**config.mk**
```make
export PLATFORM = sky130hd
export DESIGN_NAME = fpalu_issue_arb_flat
export DESIGN_NICKNAME = d
export VERILOG_FILES = /design/src/rtl/fpalu_issue_arb_if.sv /design/src/rtl/fpalu_issue_arb.sv /design/src/flat_wrapper.sv
export SDC_FILE = /design/constraint.sdc
export NUM_CORES = 1
export LEC_CHECK = 0
export CAP_MARGIN = 20
export CORE_MARGIN = 2
export CORE_UTILIZATION = 42
export CTS_BUF_LIST = sky130_fd_sc_hd__clkbuf_8
export CTS_CLUSTER_DIAMETER = 80
export CTS_CLUSTER_SIZE = 14
export DETAILED_ROUTE_END_ITERATION = 10
export PLACE_DENSITY = 0.95
export SLEW_MARGIN = 5
export SYNTH_ARGS = -nofsm -noshare
export SYNTH_HDL_FRONTEND = slang
export SYNTH_SLANG_ARGS = --single-unit
```
**constraint.sdc**
```tcl
create_clock -name clk2 -period 4.4 [get_ports clk2]
set_clock_uncertainty 0.05 [all_clocks]
set_input_delay 1.32 -clock clk2 [delete_from_list [all_inputs] [get_ports clk2]]
set_output_delay 1.32 -clock clk2 [all_outputs]
set_load 0.02 [all_outputs]
```
**src/rtl/fpalu_issue_arb_if.sv**
```systemverilog
`default_nettype none
// ============================================================================
// Module : fpalu_issue_arb_if
// Request, ALU and response bundle for the shared FP ALU issue arbiter.
// Rev    : 1.0
// ============================================================================
interface fpalu_issue_arb_if #(
    parameter int TW = 4
);
    logic          req0_valid;
    logic          req0_ready;
    logic [1:0]    req0_opcode;
    logic [28:0]   req0_a;
    logic [28:0]   req0_b;
    logic [TW-1:0] req0_tag;

    logic          req1_valid;
    logic          req1_ready;
    logic [1:0]    req1_opcode;
    logic [28:0]   req1_a;
    logic [28:0]   req1_b;
    logic [TW-1:0] req1_tag;

    logic          alu_en;
    logic [1:0]    alu_opcode;
    logic [28:0]   alu_a;
    logic [28:0]   alu_b;
    logic [28:0]   alu_y;

    logic          rsp0_valid;
    logic          rsp1_valid;
    logic [TW-1:0] rsp_tag;
    logic [28:0]   rsp_data;
    logic          busy;

    modport slave (
        input  req0_valid, req0_opcode, req0_a, req0_b, req0_tag,
        input  req1_valid, req1_opcode, req1_a, req1_b, req1_tag,
        input  alu_y,
        output req0_ready, req1_ready,
        output alu_en, alu_opcode, alu_a, alu_b,
        output rsp0_valid, rsp1_valid, rsp_tag, rsp_data, busy
    );

    modport master (
        output req0_valid, req0_opcode, req0_a, req0_b, req0_tag,
        output req1_valid, req1_opcode, req1_a, req1_b, req1_tag,
        output alu_y,
        input  req0_ready, req1_ready,
        input  alu_en, alu_opcode, alu_a, alu_b,
        input  rsp0_valid, rsp1_valid, rsp_tag, rsp_data, busy
    );
endinterface
`default_nettype wire

```
**src/rtl/fpalu_issue_arb.sv**
```systemverilog
`default_nettype none
// ============================================================================
// Module : fpalu_issue_arb
// Round-robin issue of two requesters onto one pipelined FP ALU, tag return.
// Rev    : 1.0
// ============================================================================
module fpalu_issue_arb #(
    parameter int LAT = 5,
    parameter int TW  = 4
) (
    input wire               clk2,
    input wire               rst_n,
    input wire               clr,
    fpalu_issue_arb_if.slave bus
);
    localparam logic [1:0] c_OP_NORM = 2'b00;
    localparam logic [1:0] c_OP_RST  = 2'b11;

    logic           last_q,    last_d;
    logic           alu_en_q,  alu_en_d;
    logic [1:0]     alu_op_q,  alu_op_d;
    logic [28:0]    alu_a_q,   alu_a_d;
    logic [28:0]    alu_b_q,   alu_b_d;
    logic [LAT-1:0] pv_q,      pv_d;
    logic [LAT-1:0] pid_q,     pid_d;
    logic [LAT-1:0] pn_q,      pn_d;
    logic [TW-1:0]  ptag_q [LAT];
    logic [TW-1:0]  ptag_d [LAT];
    logic           rsp0_q,    rsp0_d;
    logic           rsp1_q,    rsp1_d;
    logic           rspn_q,    rspn_d;
    logic [TW-1:0]  rsp_tag_q, rsp_tag_d;

    logic w_busy, w_norm_busy;
    logic w_elig0, w_elig1, w_gnt0, w_gnt1, w_xfer;

    // The response register counts as the last pipe stage, so a normalize
    // op blocks everything until its response cycle has gone by.
    assign w_busy      = alu_en_q | (|pv_q) | rsp0_q | rsp1_q;
    assign w_norm_busy = (|(pv_q & pn_q)) | rspn_q;

    always_comb begin
        w_elig0 = bus.req0_valid & ~clr &
                  ((bus.req0_opcode == c_OP_NORM) ? ~w_busy : ~w_norm_busy);
        w_elig1 = bus.req1_valid & ~clr &
                  ((bus.req1_opcode == c_OP_NORM) ? ~w_busy : ~w_norm_busy);
        w_gnt0  = w_elig0 & (~w_elig1 | last_q);
        w_gnt1  = w_elig1 & (~w_elig0 | ~last_q);
        w_xfer  = w_gnt0 | w_gnt1;
    end

    always_comb begin
        last_d   = last_q;
        alu_op_d = alu_op_q;
        alu_a_d  = alu_a_q;
        alu_b_d  = alu_b_q;
        alu_en_d = w_xfer;
        pv_d     = '0;
        pid_d    = '0;
        pn_d     = '0;
        for (int i = 0; i < LAT; i++) ptag_d[i] = '0;

        if (w_xfer) last_d = w_gnt1;
        if (w_gnt1) begin
            alu_op_d = bus.req1_opcode;
            alu_a_d  = bus.req1_a;
            alu_b_d  = bus.req1_b;
        end else if (w_gnt0) begin
            alu_op_d = bus.req0_opcode;
            alu_a_d  = bus.req0_a;
            alu_b_d  = bus.req0_b;
        end

        pv_d[0]   = w_xfer;
        pid_d[0]  = w_gnt1;
        pn_d[0]   = w_xfer & (alu_op_d == c_OP_NORM);
        ptag_d[0] = w_gnt1 ? bus.req1_tag : bus.req0_tag;
        for (int i = 1; i < LAT; i++) begin
            pv_d[i]   = pv_q[i-1];
            pid_d[i]  = pid_q[i-1];
            pn_d[i]   = pn_q[i-1];
            ptag_d[i] = ptag_q[i-1];
        end
        if (clr) pv_d = '0;

        rsp0_d    = pv_q[LAT-1] & ~pid_q[LAT-1] & ~clr;
        rsp1_d    = pv_q[LAT-1] &  pid_q[LAT-1] & ~clr;
        rspn_d    = pv_q[LAT-1] &  pn_q[LAT-1]  & ~clr;
        rsp_tag_d = ptag_q[LAT-1];
    end

    always_ff @(posedge clk2 or negedge rst_n) begin
        if (!rst_n) begin
            last_q    <= 1'b1;
            alu_en_q  <= 1'b0;
            alu_op_q  <= c_OP_RST;
            alu_a_q   <= '0;
            alu_b_q   <= '0;
            pv_q      <= '0;
            pid_q     <= '0;
            pn_q      <= '0;
            for (int i = 0; i < LAT; i++) ptag_q[i] <= '0;
            rsp0_q    <= 1'b0;
            rsp1_q    <= 1'b0;
            rspn_q    <= 1'b0;
            rsp_tag_q <= '0;
        end else begin
            last_q    <= last_d;
            alu_en_q  <= alu_en_d;
            alu_op_q  <= alu_op_d;
            alu_a_q   <= alu_a_d;
            alu_b_q   <= alu_b_d;
            pv_q      <= pv_d;
            pid_q     <= pid_d;
            pn_q      <= pn_d;
            for (int i = 0; i < LAT; i++) ptag_q[i] <= ptag_d[i];
            rsp0_q    <= rsp0_d;
            rsp1_q    <= rsp1_d;
            rspn_q    <= rspn_d;
            rsp_tag_q <= rsp_tag_d;
        end
    end

    assign bus.req0_ready = w_gnt0;
    assign bus.req1_ready = w_gnt1;
    assign bus.alu_en     = alu_en_q;
    assign bus.alu_opcode = alu_op_q;
    assign bus.alu_a      = alu_a_q;
    assign bus.alu_b      = alu_b_q;
    assign bus.rsp0_valid = rsp0_q;
    assign bus.rsp1_valid = rsp1_q;
    assign bus.rsp_tag    = rsp_tag_q;
    assign bus.rsp_data   = bus.alu_y;
    assign bus.busy       = w_busy;
endmodule
`default_nettype wire

```
**src/flat_wrapper.sv**
```systemverilog
// flat-port wrapper written by rule: the top's interface ports become plain ports
module fpalu_issue_arb_flat 
#(
    parameter int LAT = 5,
    parameter int TW  = 4
)
  (clk2, rst_n, clr, bus_req0_valid, bus_req0_opcode, bus_req0_a, bus_req0_b, bus_req0_tag, bus_req1_valid, bus_req1_opcode, bus_req1_a, bus_req1_b, bus_req1_tag, bus_alu_y, bus_req0_ready, bus_req1_ready, bus_alu_en, bus_alu_opcode, bus_alu_a, bus_alu_b, bus_rsp0_valid, bus_rsp1_valid, bus_rsp_tag, bus_rsp_data, bus_busy);
  fpalu_issue_arb_if #(.TW(TW)) bus_i ();
  input wire clk2;
  input wire rst_n;
  input wire clr;
  input wire logic [$bits(bus_i.req0_valid)-1:0] bus_req0_valid;
  input wire logic [$bits(bus_i.req0_opcode)-1:0] bus_req0_opcode;
  input wire logic [$bits(bus_i.req0_a)-1:0] bus_req0_a;
  input wire logic [$bits(bus_i.req0_b)-1:0] bus_req0_b;
  input wire logic [$bits(bus_i.req0_tag)-1:0] bus_req0_tag;
  input wire logic [$bits(bus_i.req1_valid)-1:0] bus_req1_valid;
  input wire logic [$bits(bus_i.req1_opcode)-1:0] bus_req1_opcode;
  input wire logic [$bits(bus_i.req1_a)-1:0] bus_req1_a;
  input wire logic [$bits(bus_i.req1_b)-1:0] bus_req1_b;
  input wire logic [$bits(bus_i.req1_tag)-1:0] bus_req1_tag;
  input wire logic [$bits(bus_i.alu_y)-1:0] bus_alu_y;
  output wire logic [$bits(bus_i.req0_ready)-1:0] bus_req0_ready;
  output wire logic [$bits(bus_i.req1_ready)-1:0] bus_req1_ready;
  output wire logic [$bits(bus_i.alu_en)-1:0] bus_alu_en;
  output wire logic [$bits(bus_i.alu_opcode)-1:0] bus_alu_opcode;
  output wire logic [$bits(bus_i.alu_a)-1:0] bus_alu_a;
  output wire logic [$bits(bus_i.alu_b)-1:0] bus_alu_b;
  output wire logic [$bits(bus_i.rsp0_valid)-1:0] bus_rsp0_valid;
  output wire logic [$bits(bus_i.rsp1_valid)-1:0] bus_rsp1_valid;
  output wire logic [$bits(bus_i.rsp_tag)-1:0] bus_rsp_tag;
  output wire logic [$bits(bus_i.rsp_data)-1:0] bus_rsp_data;
  output wire logic [$bits(bus_i.busy)-1:0] bus_busy;
  assign bus_i.req0_valid = bus_req0_valid;
  assign bus_i.req0_opcode = bus_req0_opcode;
  assign bus_i.req0_a = bus_req0_a;
  assign bus_i.req0_b = bus_req0_b;
  assign bus_i.req0_tag = bus_req0_tag;
  assign bus_i.req1_valid = bus_req1_valid;
  assign bus_i.req1_opcode = bus_req1_opcode;
  assign bus_i.req1_a = bus_req1_a;
  assign bus_i.req1_b = bus_req1_b;
  assign bus_i.req1_tag = bus_req1_tag;
  assign bus_i.alu_y = bus_alu_y;
  assign bus_req0_ready = bus_i.req0_ready;
  assign bus_req1_ready = bus_i.req1_ready;
  assign bus_alu_en = bus_i.alu_en;
  assign bus_alu_opcode = bus_i.alu_opcode;
  assign bus_alu_a = bus_i.alu_a;
  assign bus_alu_b = bus_i.alu_b;
  assign bus_rsp0_valid = bus_i.rsp0_valid;
  assign bus_rsp1_valid = bus_i.rsp1_valid;
  assign bus_rsp_tag = bus_i.rsp_tag;
  assign bus_rsp_data = bus_i.rsp_data;
  assign bus_busy = bus_i.busy;
  fpalu_issue_arb #(.LAT(LAT), .TW(TW)) u_core (.clk2(clk2), .rst_n(rst_n), .clr(clr), .bus(bus_i));
endmodule
```
After elaboration in Yosys (flattened, before gate mapping)
Cells that the tools add are included.
{"block": "word_totals", "ramBits": 0, "romBits": 0, "out_inout_bits": 99, "register_bits": 104, "mem_count": 0, "inputBits": 162, "latchBits": 0, "word_cells": 61}
{"block": "op_classes", "n_eq_ne": 0, "muxes": 10, "n_addsub": 0, "bitwise_logic": 28, "n_shift": 0, "n_lt_le_gt_ge": 0, "div_mod_pow": 0, "n_reduce_logical": 6, "n_mul": 0}
{"op": "29-bit two-way mux", "n": 4}
{"op": "1-bit bitwise AND", "n": 13}
{"op": "5-bit OR reduction", "n": 2}
{"op": "1-bit inverter", "n": 7}
{"op": "1-bit bitwise OR", "n": 7}
{"op": "2-bit logical NOT", "n": 3}
{"op": "5-bit bitwise AND", "n": 1}
{"op": "5-bit two-way mux", "n": 1}
{"op": "2-bit two-way mux", "n": 2}
{"op": "4-bit two-way mux", "n": 1}
{"op": "1-bit two-way mux", "n": 2}
{"op": "2-bit nonzero test", "n": 1}

Longest topological paths before layout
Gate-level depths: netlist of run 1.
{"block": "logic_depth", "ltp_word": 14, "ltp_mapped": 7, "ltp_nobuf": 5}

Worst setup path before layout of run 1
Ideal clock, no wire load.
{"block": "synth_path", "kind": "input-to-output", "startpoint": "input port bus_req0_valid", "endpoint": "output port bus_req0_ready", "arrival_ps": 2377, "slack_ps": 653, "stages": 6, "path_buffers": 2, "required_time_ps": 3030, "path_cell_list": "nor2b_1 -> o21ai_0 -> o22ai_2 -> buf_4 -> a21boi_4 -> buf_2"}
{"block": "synth_between", "elab_chain_len": 3}
{"element": "start: declaration", "line_no": "flat_wrapper.sv:12", "source": "input wire logic [$bits(bus_i.req0_valid)-1:0] bus_req0_valid;"}
{"element": "1-bit bitwise AND (2 in a row)", "line_no": "fpalu_issue_arb.sv:43", "source": "w_elig0 = bus.req0_valid & ~clr &"}
{"element": "1-bit bitwise AND", "line_no": "fpalu_issue_arb.sv:47", "source": "w_gnt0 = w_elig0 & (~w_elig1 | last_q);"}
{"element": "end: declaration", "line_no": "flat_wrapper.sv:23", "source": "output wire logic [$bits(bus_i.req0_ready)-1:0] bus_req0_ready;"}
No other way between the ends.

Worst setup path after layout of run 1
Ends and elaborated chain as after synthesis.

==> key figures, run 1 <==
Die
  – Num rows: 37
  – Die Span Y: roughly 110 um
  – Core area: 10,300 um^2
  – # IOs: 261
  – Die area: 11,400 um^2
  – Starting Density: between 40% and 50%
  – Die W: between 100 and 150 um

Route
  – Vias per inst: 5.22
  – DRC: 0
  – Iter 0 DRT Violations: 245
  – DRT Pass-1 Iters: 4
  – Vias: 3,786
  – Total wire length: 12.3 mm
  – Final ANT Viol Nets: 0
  – Routed wire length per instance: 16.9 um

Min path
  – Worst hold path class: register to register
  – Hold Path Origin: u_core.ptag_d[3]
  – Worst Hold Depth: 0
  – WHS Endpoint: u_core.rsp_tag_d[3]

Synth
  – Synth Area in Compound Gates: 14.5%
  – Yosys top cell by area: dfrtp_1
  – Average cell area after synthesis: around 11 um^2
  – Post-synthesis register bit count: 104
  – Cell variety after synth: 26
  – Synthesized netlist net count: 576
  – Yosys top cell area share: 57.1%
  – Synthesized cell area: 4430 um^2
  – Simple-Gate Fraction of Synth Area: 9.41%
  – Synth Area in Adders: 0%
  – Xor and xnor fraction of the mapped netlist area: 0%
  – Post-synthesis sequential area ratio: 58.8%
  – Main combinational cell family by area after synthesis: buffers and inverters
  – Synthesized netlist cell count: 414
  – Mux share of post-synthesis cell area: 1.02%
  – Leading post-synthesis cells by cell area: dfrtp_1 (57%), inv_1 (8.4%), a221oi_1 (7.5%)
  – Syn. warnings: 0

Global route
  – Global route overflow: 0
  – First-pass GRT wire length: 19.1 mm
  – Vias in the first global route: 3,871
  – Largest net degree at the start of global routing: 94
  – Initial antenna violation count: 0
  – GRT Total Usage: 21.3%

Place
  – Port bufs: 202
  – Placed instance count: between 700 and 800
  – Final RePlAce weighted congestion: ~0.9
  – Post-DP HPWL: 8.76 mm

Setup path
  – Reg2Reg Depth: 6
  – Worst Path Max Fanout: 3
  – CP Data Required Time: 3.03 ns
  – Kind of end point of the critical path: output pin
  – Worst r2r src: u_core.pv_q[0]
  – Critical path startpoint category: input pin
  – R2r setup slk: 1.79 ns
  – Worst setup path class: input pin to output pin
  – R2R Path End: u_core.ptag_d[12]
  – Worst EP arrival: 3.00 ns

Clocking
  – Clock Path Buffers: 2
  – Clk sink count: between 100 and 150
  – # H-tree levels: 3
  – Post-cts sizing count: 2
  – CTS tree: yes
  – Worst-skew pair later-pin latency: between 0.3 and 0.4 ns
  – # Post-CTS Setup Buffers: 0
  – Reg clk slew, reported paths: 0.10 ns
  – Root Driver: clkbuf_8
  – Cts bufs inserted: 9
  – Hold-fix buffers, CTS: 0

STA
  – Slew HR: 51.0%
  – # setup viols final: 0
  – Max Slew Vio Count: 0
  – Crit path time final: around 4.4 ns
  – Worst-Margin Slew: 0.734 ns
  – RSZ-0062 raised after global routing: false
  – Fmax: 0.229 GHz
  – Period utilization: 99.3%
  – Hold Vio Cnt, Final: 0
  – Hold Slack: 0.301 ns

Status
  – Outcome: finished, final reports clean

Finish
  – Final cell count without fillers: 725
  – Layout cell share with drive strength beyond 1: 7.13%
  – # nets final: between 700 and 800
  – Diode count: 0
  – Area growth from synthesis to layout: 49.0%
  – Fill cell count: 789

Power and ir drop
  – Max VDD drop: between 0.2 and 0.25 mV
  – P per Cell Area: 403 nW/um^2
  – P_leak: around 3.0 nW

Run
  – Max_cap viols: 0
[registers in the layout (all words and copies together) (netlist names)]
| name | count |
|---|---|
| u_core.bus.rsp_tag | 4 |
| u_core.rspn_q | 1 |
| u_core.bus.alu_opcode | 2 |
| u_core.bus.alu_a | 29 |
| u_core.bus.rsp1_valid | 1 |
| u_core.last_q | 1 |
| u_core.rsp_tag_d | 4 |
| u_core.pid_q | 5 |
| u_core.bus.rsp0_valid | 1 |
| u_core.pv_q | 5 |
| u_core.ptag_d | 16 |
| u_core.bus.alu_b | 29 |
| u_core.pn_q | 5 |
| u_core.bus.alu_en | 1 |
[power by group]
group	switching (mW)	internal, mW	leakage [nW]
clock	0.335	0.230	0.101
combinational	0.431	0.463	1.66
sequential	0.0871	1.12	1.23
total	0.852	1.81	2.99
[per-layer routing]
layer,vias up,share of wire (%),global-route usage [%]
met5,-,0,0
li1,1710,-,-
met4,0,1.8,7.05
met1,1843,37,24.4
met3,27,7.6,5.59
met2,206,53,38.7
[how the worst max path moves through the flow]
stage / from / to / slack, ns / depth (start not counted)
after CTS: bus_req0_valid / bus_req0_ready / 0.08 / 6
after global placement: bus_req0_valid / bus_req0_ready / -0.06 / 6
final: bus_req0_valid / bus_req0_ready / 0.03 / 6
after floorplan: bus_req0_valid / bus_req0_ready / 0.65 / 6
after global routing: bus_req0_valid / bus_req0_ready / 0.004 / 6
after detailed placement: bus_req0_valid / bus_req0_ready / -0.19 / 6
[cell usage after synthesis, drive strengths merged]
cell and instances:
nor4 2, a21oi 1, a22oi 1, or2 2
nor2b 6, nor3 60, and3b 1, clkbuf 10
inv 99, nand4 1, a221oi 38, a221o 22
nor2 2, mux2 4, dfstp 3, o21ai 3
a21boi 2, buf 46, a32o 1, o22ai 2
nand3 1, nand2 5, nor3b 1, dfrtp 101
[layout make-up]
class                   count  area [um^2]  area share [%]
clock buffers              10          138            2.09
clock inverters             6         50.0           0.758
inverters                  99          372            5.63
multi-input cells         155         1130            17.1
flip-flops and latches    104         2610            39.5
well taps                 136          170            2.58
repair buffers            215         2130            32.3
[worst max-delay path: stages]
cell             delay, ns
clkdlybuf4s50_1       0.49
nor2b_1               0.19
o21ai_0               0.18
o22ai_4               0.23
a21boi_4              0.21
dlygate4sd2_1         0.38
[through the flow]
stage,total power [mW],instance area (um^2),TNS (ns),setup WS [ns],util [%]
after detailed placement,2.11,6390,-0.332,-0.191,62.2
after CTS,2.68,6570,0,0.0783,64.0
after global routing,2.79,6600,0,0.00352,64.2
after floorplan,1.66,4430,0,0.653,-
final,2.66,6600,0,0.0326,64.2
after global placement,2.08,6390,-0.119,-0.0638,62.2
[logic make-up (layout without fill, tap and decap cells)]
group	after synthesis	count (layout)
buffers and inverters	155	330
flip-flops	104	104
AND/OR/NAND/NOR	81	81
AO/OA/AOI/OAI	70	70
multiplexers	4	4
[placed cells by master, fill, tap and decap left out, types with 2 or more instances in the layout]
cell type | Yosys | final
clkdlybuf4s50_1 | 0 | 199
dfrtp_1 | 101 | 101
inv_1 | 99 | 100
nor3_1 | 60 | 60
a221oi_1 | 38 | 38
a221o_1 | 22 | 22
buf_4 | 32 | 13
clkbuf_8 | 0 | 10
nor2b_1 | 6 | 6
nand2_1 | 5 | 5
mux2_2 | 4 | 4
o21ai_0 | 3 | 3
dfstp_2 | 3 | 3
nor4_1 | 2 | 2
o22ai_4 | 0 | 2
nor2_1 | 2 | 2
a21boi_4 | 1 | 2
or2_2 | 2 | 2
inv_6 | 0 | 2
clkinv_4 | 0 | 2
dlygate4sd2_1 | 0 | 2
Note: power is estimated with default switching activity, not from simulation.
==> inputs of run 2 (changes only) <==
--- a/config.mk
+++ b/config.mk
@@ -6,9 +6,8 @@
 export NUM_CORES = 1
 export LEC_CHECK = 0
 export CAP_MARGIN = 20
-export CORE_MARGIN = 2
 export CORE_UTILIZATION = 42
-export CTS_BUF_LIST = sky130_fd_sc_hd__clkbuf_8
+export CTS_BUF_LIST = sky130_fd_sc_hd__clkbuf_4
 export CTS_CLUSTER_DIAMETER = 80
 export CTS_CLUSTER_SIZE = 14
 export DETAILED_ROUTE_END_ITERATION = 10
==> run 2 against run 1 <==
Net effect:
- routed wire length decreased by 3.0%
- highest routed layer unchanged
- hold slack improved by 0.017 ns
- design area fell by 0.99%
- combinational power shrank 0.9%
- sequential power about the same
==> key figures, run 2 (synthesized netlist as in run 1, its figures left out) <==
Status
  – Outcome: finished, final reports clean (unchanged)

STA
  – Worst-Margin Slew: 0.709 ns (was 0.734 ns)
  – Slew HR: 52.7% (was 51.0%)
  – # setup viols final: 0 (unchanged)
  – Final setup TNS: 0 ns (unchanged)
  – Hold Vio Cnt, Final: 0 (unchanged)
  – Max Slew Vio Count: 0 (unchanged)
  – Hold Slack: 0.318 ns (was 0.301 ns)
  – Crit path time final: 4.32 ns (was 4.37 ns)
  – RSZ-0062 raised after global routing: false (unchanged)
  – Final worst setup slack: 0.0821 ns (was 0.0326 ns)
  – Fmax: 0.232 GHz (was 0.229 GHz)
  – Period utilization: 98.1% (was 99.3%)

Place
  – Setup WS pre-CTS: -0.221 ns (was -0.191 ns)
  – Post-DP Area: 6380 um^2 (was 6390 um^2)
  – Placed instance count: 707 (was 708)
  – Post-DP HPWL: 8.69 mm (was 8.76 mm)
  – Port bufs: 202 (unchanged)
  – Final RePlAce weighted congestion: 0.822 (was 0.886)

Setup path
  – Critical path startpoint category: input pin (unchanged)
  – CP Data Required Time: 3.03 ns (about the same)
  – Worst Path Max Fanout: 3 (unchanged)
  – Worst setup startpoint: bus_req0_valid (unchanged)
  – Worst setup path class: input pin to output pin (unchanged)
  – CP Capture Point: bus_req0_ready (unchanged)
  – Crit-path max cell delay: 0.47 ns (was 0.49 ns)
  – Worst r2r src: u_core.pv_q[0] (unchanged)
  – Critical-path cell list: clkdlybuf4s50_1 -> nor2b_1 -> o21ai_0 -> o22ai_4 -> a21boi_4 -> clkdlybuf4s15_1 (was clkdlybuf4s50_1 -> nor2b_1 -> o21ai_0 -> o22ai_4 -> a21boi_4 -> dlygate4sd2_1)
  – R2r setup slk: 1.79 ns (about the same)
  – Reg2Reg Depth: 6 (unchanged)
  – Kind of end point of the critical path: output pin (unchanged)
  – Critical Path Slowest Stage Cell: clkdlybuf4s50_1 (unchanged)
  – R2R Path End: u_core.ptag_d[12] (unchanged)
  – Worst EP arrival: 2.95 ns (was 3.00 ns)

Die
  – Core area: 10,300 um^2 (unchanged)
  – # IOs: 261 (unchanged)
  – Die area: 11,000 um^2 (was 11,400 um^2)
  – Die W: 105 um (was 107 um)
  – Num rows: 37 (unchanged)
  – Starting Density: 43.1% (unchanged)
  – Die Span Y: 105 um (was 107 um)

Route
  – Total wire length: 11.9 mm (was 12.3 mm)
  – DRC: 0 (unchanged)
  – Routed wire length per instance: 16.5 um (was 16.9 um)
  – Final ANT Viol Nets: 0 (unchanged)
  – Vias: 3,790 (was 3,786)
  – Vias per inst: 5.24 (was 5.22)
  – DRT Pass-1 Iters: 4 (unchanged)
  – Iter 0 DRT Violations: 178 (was 245)

Finish
  – Final core utilization: 63.6% (was 64.2%)
  – Area growth from synthesis to layout: 47.5% (was 49.0%)
  – Layout cell share with drive strength beyond 1: 6.98% (was 7.13%)
  – Diode count: 0 (unchanged)
  – Final cell count without fillers: 723 (was 725)
  – # nets final: 744 (was 746)
  – Commonest non-fill, non-tap cell in the layout: clkdlybuf4s50_1 (unchanged)
  – Finished Cell Area: 6540 um^2 (was 6600 um^2)
  – Most frequent cells in the layout: clkdlybuf4s50_1 (199), dfrtp_1 (101), inv_1 (99) (was clkdlybuf4s50_1 (199), dfrtp_1 (101), inv_1 (100))

Power and ir drop
  – Power consumption: 2.62 mW (was 2.66 mW)
  – P per Cell Area: 401 nW/um^2 (was 403 nW/um^2)
  – Max VDD drop: 0.213 mV (was 0.217 mV)
  – P_leak: 2.96 nW (was 2.99 nW)

Global route
  – First-pass GRT wire length: 18.9 mm (was 19.1 mm)
  – Global route overflow: 0 (unchanged)
  – Initial antenna violation count: 0 (unchanged)
  – GRT Total Usage: 22.0% (was 21.3%)
  – Largest net degree at the start of global routing: 67 (was 94)
  – Vias in the first global route: 3,907 (was 3,871)

Clocking
  – CTS tree: yes (unchanged)
  – Hold-fix buffers, CTS: 0 (unchanged)
  – Root Driver: clkbuf_4 (was clkbuf_8)
  – # H-tree levels: 3 (unchanged)
  – Clk sink count: 104 (unchanged)
  – Cts bufs inserted: 9 (unchanged)
  – Clock Path Buffers: 2 (unchanged)
  – Worst-skew pair later-pin latency: 0.44 ns (was 0.36 ns)
  – Reg clk slew, reported paths: 0.16 ns (was 0.10 ns)

Min path
  – Worst hold path class: register to register (unchanged)

Run
  – Max_cap viols: 0 (unchanged)
run 2: power breakdown:
group / leakage [nW] / internal [mW] / switching [mW]
Combinational: 1.64 / 0.460 / 0.427
Sequential: 1.23 / 1.12 / 0.0884
Clock: 0.0874 / 0.196 / 0.331
Total: 2.96 / 1.77 / 0.846
run 2: what timing repair did:
| action | in CTS | in global routing |
|---|---|---|
| resized for setup | 2 | 1 |
| setup endpoints to repair | 2 | 1 |
| setup buffers | 0 | 0 |
| pin swaps | 0 | 0 |
| cloned | 0 | 0 |
run 2: worst min-delay path by stage:
stage | startpoint | endpoint | slack, ns | cells past startpoint
2_1_floorplan | u_core.rsp_tag_d[0] | u_core.bus.rsp_tag[0] | 0.28 | 0
3_3_place_gp | u_core.pid_q[0] | u_core.pid_q[1] | 0.28 | 0
3_5_place_dp | u_core.pid_q[0] | u_core.pid_q[1] | 0.28 | 0
4_1_cts | u_core.pid_q[0] | u_core.pid_q[1] | 0.32 | 0
5_1_grt | u_core.ptag_d[13] | u_core.ptag_d[9] | 0.33 | 0
6_report | u_core.pid_q[0] | u_core.pid_q[1] | 0.32 | 0
run 2: metal layers:
metal  wire, um  global-route usage, %
met5          0                      0
met4        360                   10.8
met3        961                   6.30
met2       6080                   37.7
met1       4510                   25.1
run 2: worst max-delay path: cells and delay by family:
| kind | cells | cell delay (ns) |
|---|---|---|
| buffers and inverters | 2 | 0.79 |
| AOI/OAI and AO/OA | 3 | 0.68 |
| and+or+nand+nor | 1 | 0.17 |
run 2: cell type report:
cell class	instances	area (um^2)
Fill cell	804	3740
Sequential cell	104	2610
Timing Repair Buffer	213	2100
Multi-Input combinational cell	155	1130
Inverter	99	372
Tap cell	136	170
Clock inverter	6	81.3
Clock buffer	10	75.1
==> inputs of run 3 (changes only) <==
--- a/config.mk
+++ b/config.mk
@@ -5,13 +5,12 @@
 export SDC_FILE = /design/constraint.sdc
 export NUM_CORES = 1
 export LEC_CHECK = 0
-export CAP_MARGIN = 20
-export CORE_UTILIZATION = 42
+export CORE_UTILIZATION = 25
 export CTS_BUF_LIST = sky130_fd_sc_hd__clkbuf_4
 export CTS_CLUSTER_DIAMETER = 80
 export CTS_CLUSTER_SIZE = 14
 export DETAILED_ROUTE_END_ITERATION = 10
-export PLACE_DENSITY = 0.95
+export PLACE_DENSITY = 0.65
 export SLEW_MARGIN = 5
 export SYNTH_ARGS = -nofsm -noshare
 export SYNTH_HDL_FRONTEND = slang
==> run 3 against run 2 <==
Net effect:
- fmax grew 2.7%
- first-iteration DRC count shrank 20%
- core utilization shrank 25 points
- combinational power is essentially flat
- highest routed layer unchanged
- cell count grew 13%
- sequential power is essentially flat
- non-clock buffer count grew 2
- largest power group unchanged
- count of clock-buffer cells in the layout is the same
- flip-flop and latch count is the same
- design area grew 1.4%
- critical path depth is the same
==> key figures, run 3 (synthesized netlist as in run 1, its figures left out) <==
STA
  – Crit path time final: 4.20 ns (was 4.32 ns)
  – Worst-Margin Slew: 0.962 ns (was 0.709 ns)
  – Final worst setup slack: 0.195 ns (was 0.0821 ns)
  – Period utilization: 95.6% (was 98.1%)
  – Fmax: 0.238 GHz (was 0.232 GHz)
  – Max Slew Vio Count: 0 (unchanged)
  – Slew HR: 35.9% (was 52.7%)
  – Hold Vio Cnt, Final: 0 (unchanged)
  – Final setup TNS: 0 ns (unchanged)
  – # setup viols final: 0 (unchanged)
  – RSZ-0062 raised after global routing: false (unchanged)

Power and ir drop
  – Pint: 1.71 mW (was 1.77 mW)
  – P per Cell Area: 385 nW/um^2 (was 401 nW/um^2)
  – Max VDD drop: 0.149 mV (was 0.213 mV)
  – Sw Share: 33.0% (was 32.3%)
  – Clock power frac: 18.1% (was 20.2%)
  – Switching pwr: 841 uW (was 846 uW)
  – Combinational Power Share: 34.7% (was 33.9%)
  – P_leak: 2.95 nW (was 2.96 nW)
  – Reg power frac: 47.2% (was 46.0%)

Clocking
  – Reg clk slew, reported paths: 0.16 ns (about the same)
  – Worst-skew pair later-pin latency: 0.46 ns (was 0.44 ns)
  – # Post-CTS Setup Buffers: 0 (unchanged)
  – # H-tree levels: 3 (unchanged)
  – CTS tree: yes (unchanged)
  – Post-cts sizing count: 3 (was 2)
  – Root Driver: clkbuf_4 (unchanged)
  – Clock Path Buffers: 2 (unchanged)
  – Clk sink count: 104 (unchanged)
  – Hold-fix buffers, CTS: 0 (unchanged)
  – Cts bufs inserted: 9 (unchanged)

Die
  – Num rows: 48 (was 37)
  – Starting Density: 25.6% (was 43.1%)
  – Die Span Y: 135 um (was 105 um)
  – # IOs: 261 (unchanged)
  – Core area: 17,300 um^2 (was 10,300 um^2)
  – Die W: 135 um (was 105 um)
  – Die area: 18,300 um^2 (was 11,000 um^2)

Setup path
  – Kind of end point of the critical path: output pin (unchanged)
  – Worst setup path class: input pin to output pin (unchanged)
  – Worst Path Max Fanout: 4 (was 3)
  – Worst EP arrival: 2.83 ns (was 2.95 ns)
  – CP Data Required Time: 3.03 ns (about the same)
  – R2r setup slk: 1.79 ns (about the same)
  – Critical path startpoint category: input pin (unchanged)

Finish
  – Final core utilization: 38.3% (was 63.6%)
  – Commonest non-fill, non-tap cell in the layout: clkdlybuf4s50_1 (unchanged)
  – Layout cell share with drive strength beyond 1: 7.64% (was 6.98%)
  – # nets final: 746 (was 744)
  – Most frequent cells in the layout: clkdlybuf4s50_1 (199), dfrtp_1 (101), inv_1 (99) (unchanged)
  – Final cell count without fillers: 815 (was 723)
  – Area growth from synthesis to layout: 49.6% (was 47.5%)
  – Finished Cell Area: 6630 um^2 (was 6540 um^2)

Place
  – Placed instance count: 798 (was 707)
  – Setup WS pre-CTS: -0.256 ns (was -0.221 ns)
  – Port bufs: 202 (unchanged)
  – Post-DP HPWL: 8.66 mm (was 8.69 mm)
  – Post-DP Area: 6510 um^2 (was 6380 um^2)
  – Final RePlAce weighted congestion: 0.764 (was 0.822)

Global route
  – GRT Total Usage: 13.7% (was 22.0%)
  – Global route overflow: 0 (unchanged)
  – Largest net degree at the start of global routing: 77 (was 67)
  – First-pass GRT wire length: 19.3 mm (was 18.9 mm)
  – Vias in the first global route: 3,946 (was 3,907)
  – Initial antenna violation count: 1 (was 0)

Route
  – DRC: 0 (unchanged)
  – DRT Pass-1 Iters: 4 (unchanged)
  – Iter 0 DRT Violations: 143 (was 178)
  – Final ANT Viol Nets: 0 (unchanged)
  – Vias per inst: 4.52 (was 5.24)
  – Vias: 3,681 (was 3,790)
  – Total wire length: 12.2 mm (was 11.9 mm)
  – Routed wire length per instance: 14.9 um (was 16.5 um)

Min path
  – Worst hold path class: register to register (unchanged)

Status
  – Outcome: finished, final reports clean (unchanged)

Run
  – Max_cap viols: 0 (unchanged)
-- run 3: changes by cell type in the layout (fill, tap and decap cells not counted) --
cell             previous run  this run
bufinv_16                   1         0
dlygate4sd2_1               1         0
buf_4                      12        14
clkinv_4                    0         2
clkdlybuf4s15_1             1         0
clkbuf_2                    0         2
inv_8                       3         1
clkinv_2                    0         1
diode_2                     0         1
-- run 3: worst paths after layout --
path                             startpoint                  end  cells past startpoint
max in group asynchronous             rst_n  u_core.bus.alu_a[1]                      2
max reg2reg                  u_core.pv_q[0]    u_core.ptag_d[12]                      6
min                        u_core.ptag_d[6]     u_core.ptag_d[2]                      0
min in group asynchronous             rst_n       u_core.pn_q[0]                      1
max                                     clr       bus_req0_ready                      6
min reg2reg                u_core.ptag_d[6]     u_core.ptag_d[2]                      0
-- run 3: metal layers --
metal | vias up | part of all wire [%] | GRT usage (%)
met5 | - | 0 | 0
met1 | 1802 | 40 | 15.5
met2 | 144 | 50 | 23.6
met3 | 23 | 7.6 | 4.69
met4 | 0 | 1.9 | 5.31
li1 | 1712 | - | -
-- run 3: power groups by stage --
stage	Combinational, mW	Clock, mW	Sequential, mW
final	0.885	0.461	1.20
after CTS	0.896	0.497	1.21
after global routing	0.951	0.541	1.22
after floorplan	0.289	0	1.37
after detailed placement	0.894	0	1.22
after global placement	0.882	0	1.22
-- run 3: final cells by class --
| class | count | area, um^2 |
|---|---|---|
| repair buffers | 215 | 2110 |
| multi-input cells | 155 | 1130 |
| flip-flops and latches | 104 | 2610 |
| clock inverters | 6 | 51.3 |
| clock buffers | 10 | 75.1 |
| well taps | 225 | 282 |
| inverters | 99 | 372 |
| diodes | 1 | 2.50 |
| fillers | 1691 | 10700 |
-- run 3: metrics by stage --
step / hold slack (ns) / power, mW
2_1_floorplan: 0.281 / 1.66
3_3_place_gp: 0.282 / 2.10
3_5_place_dp: 0.285 / 2.12
4_1_cts: 0.303 / 2.60
5_1_grt: 0.302 / 2.72
6_report: 0.308 / 2.55
-- run 3: critical path, cell delays in order --
cell	delay, ns
clkdlybuf4s50_1	0.45
nor2b_1	0.17
o21ai_0	0.17
o22ai_4	0.29
a21boi_4	0.24
clkbuf_2	0.20
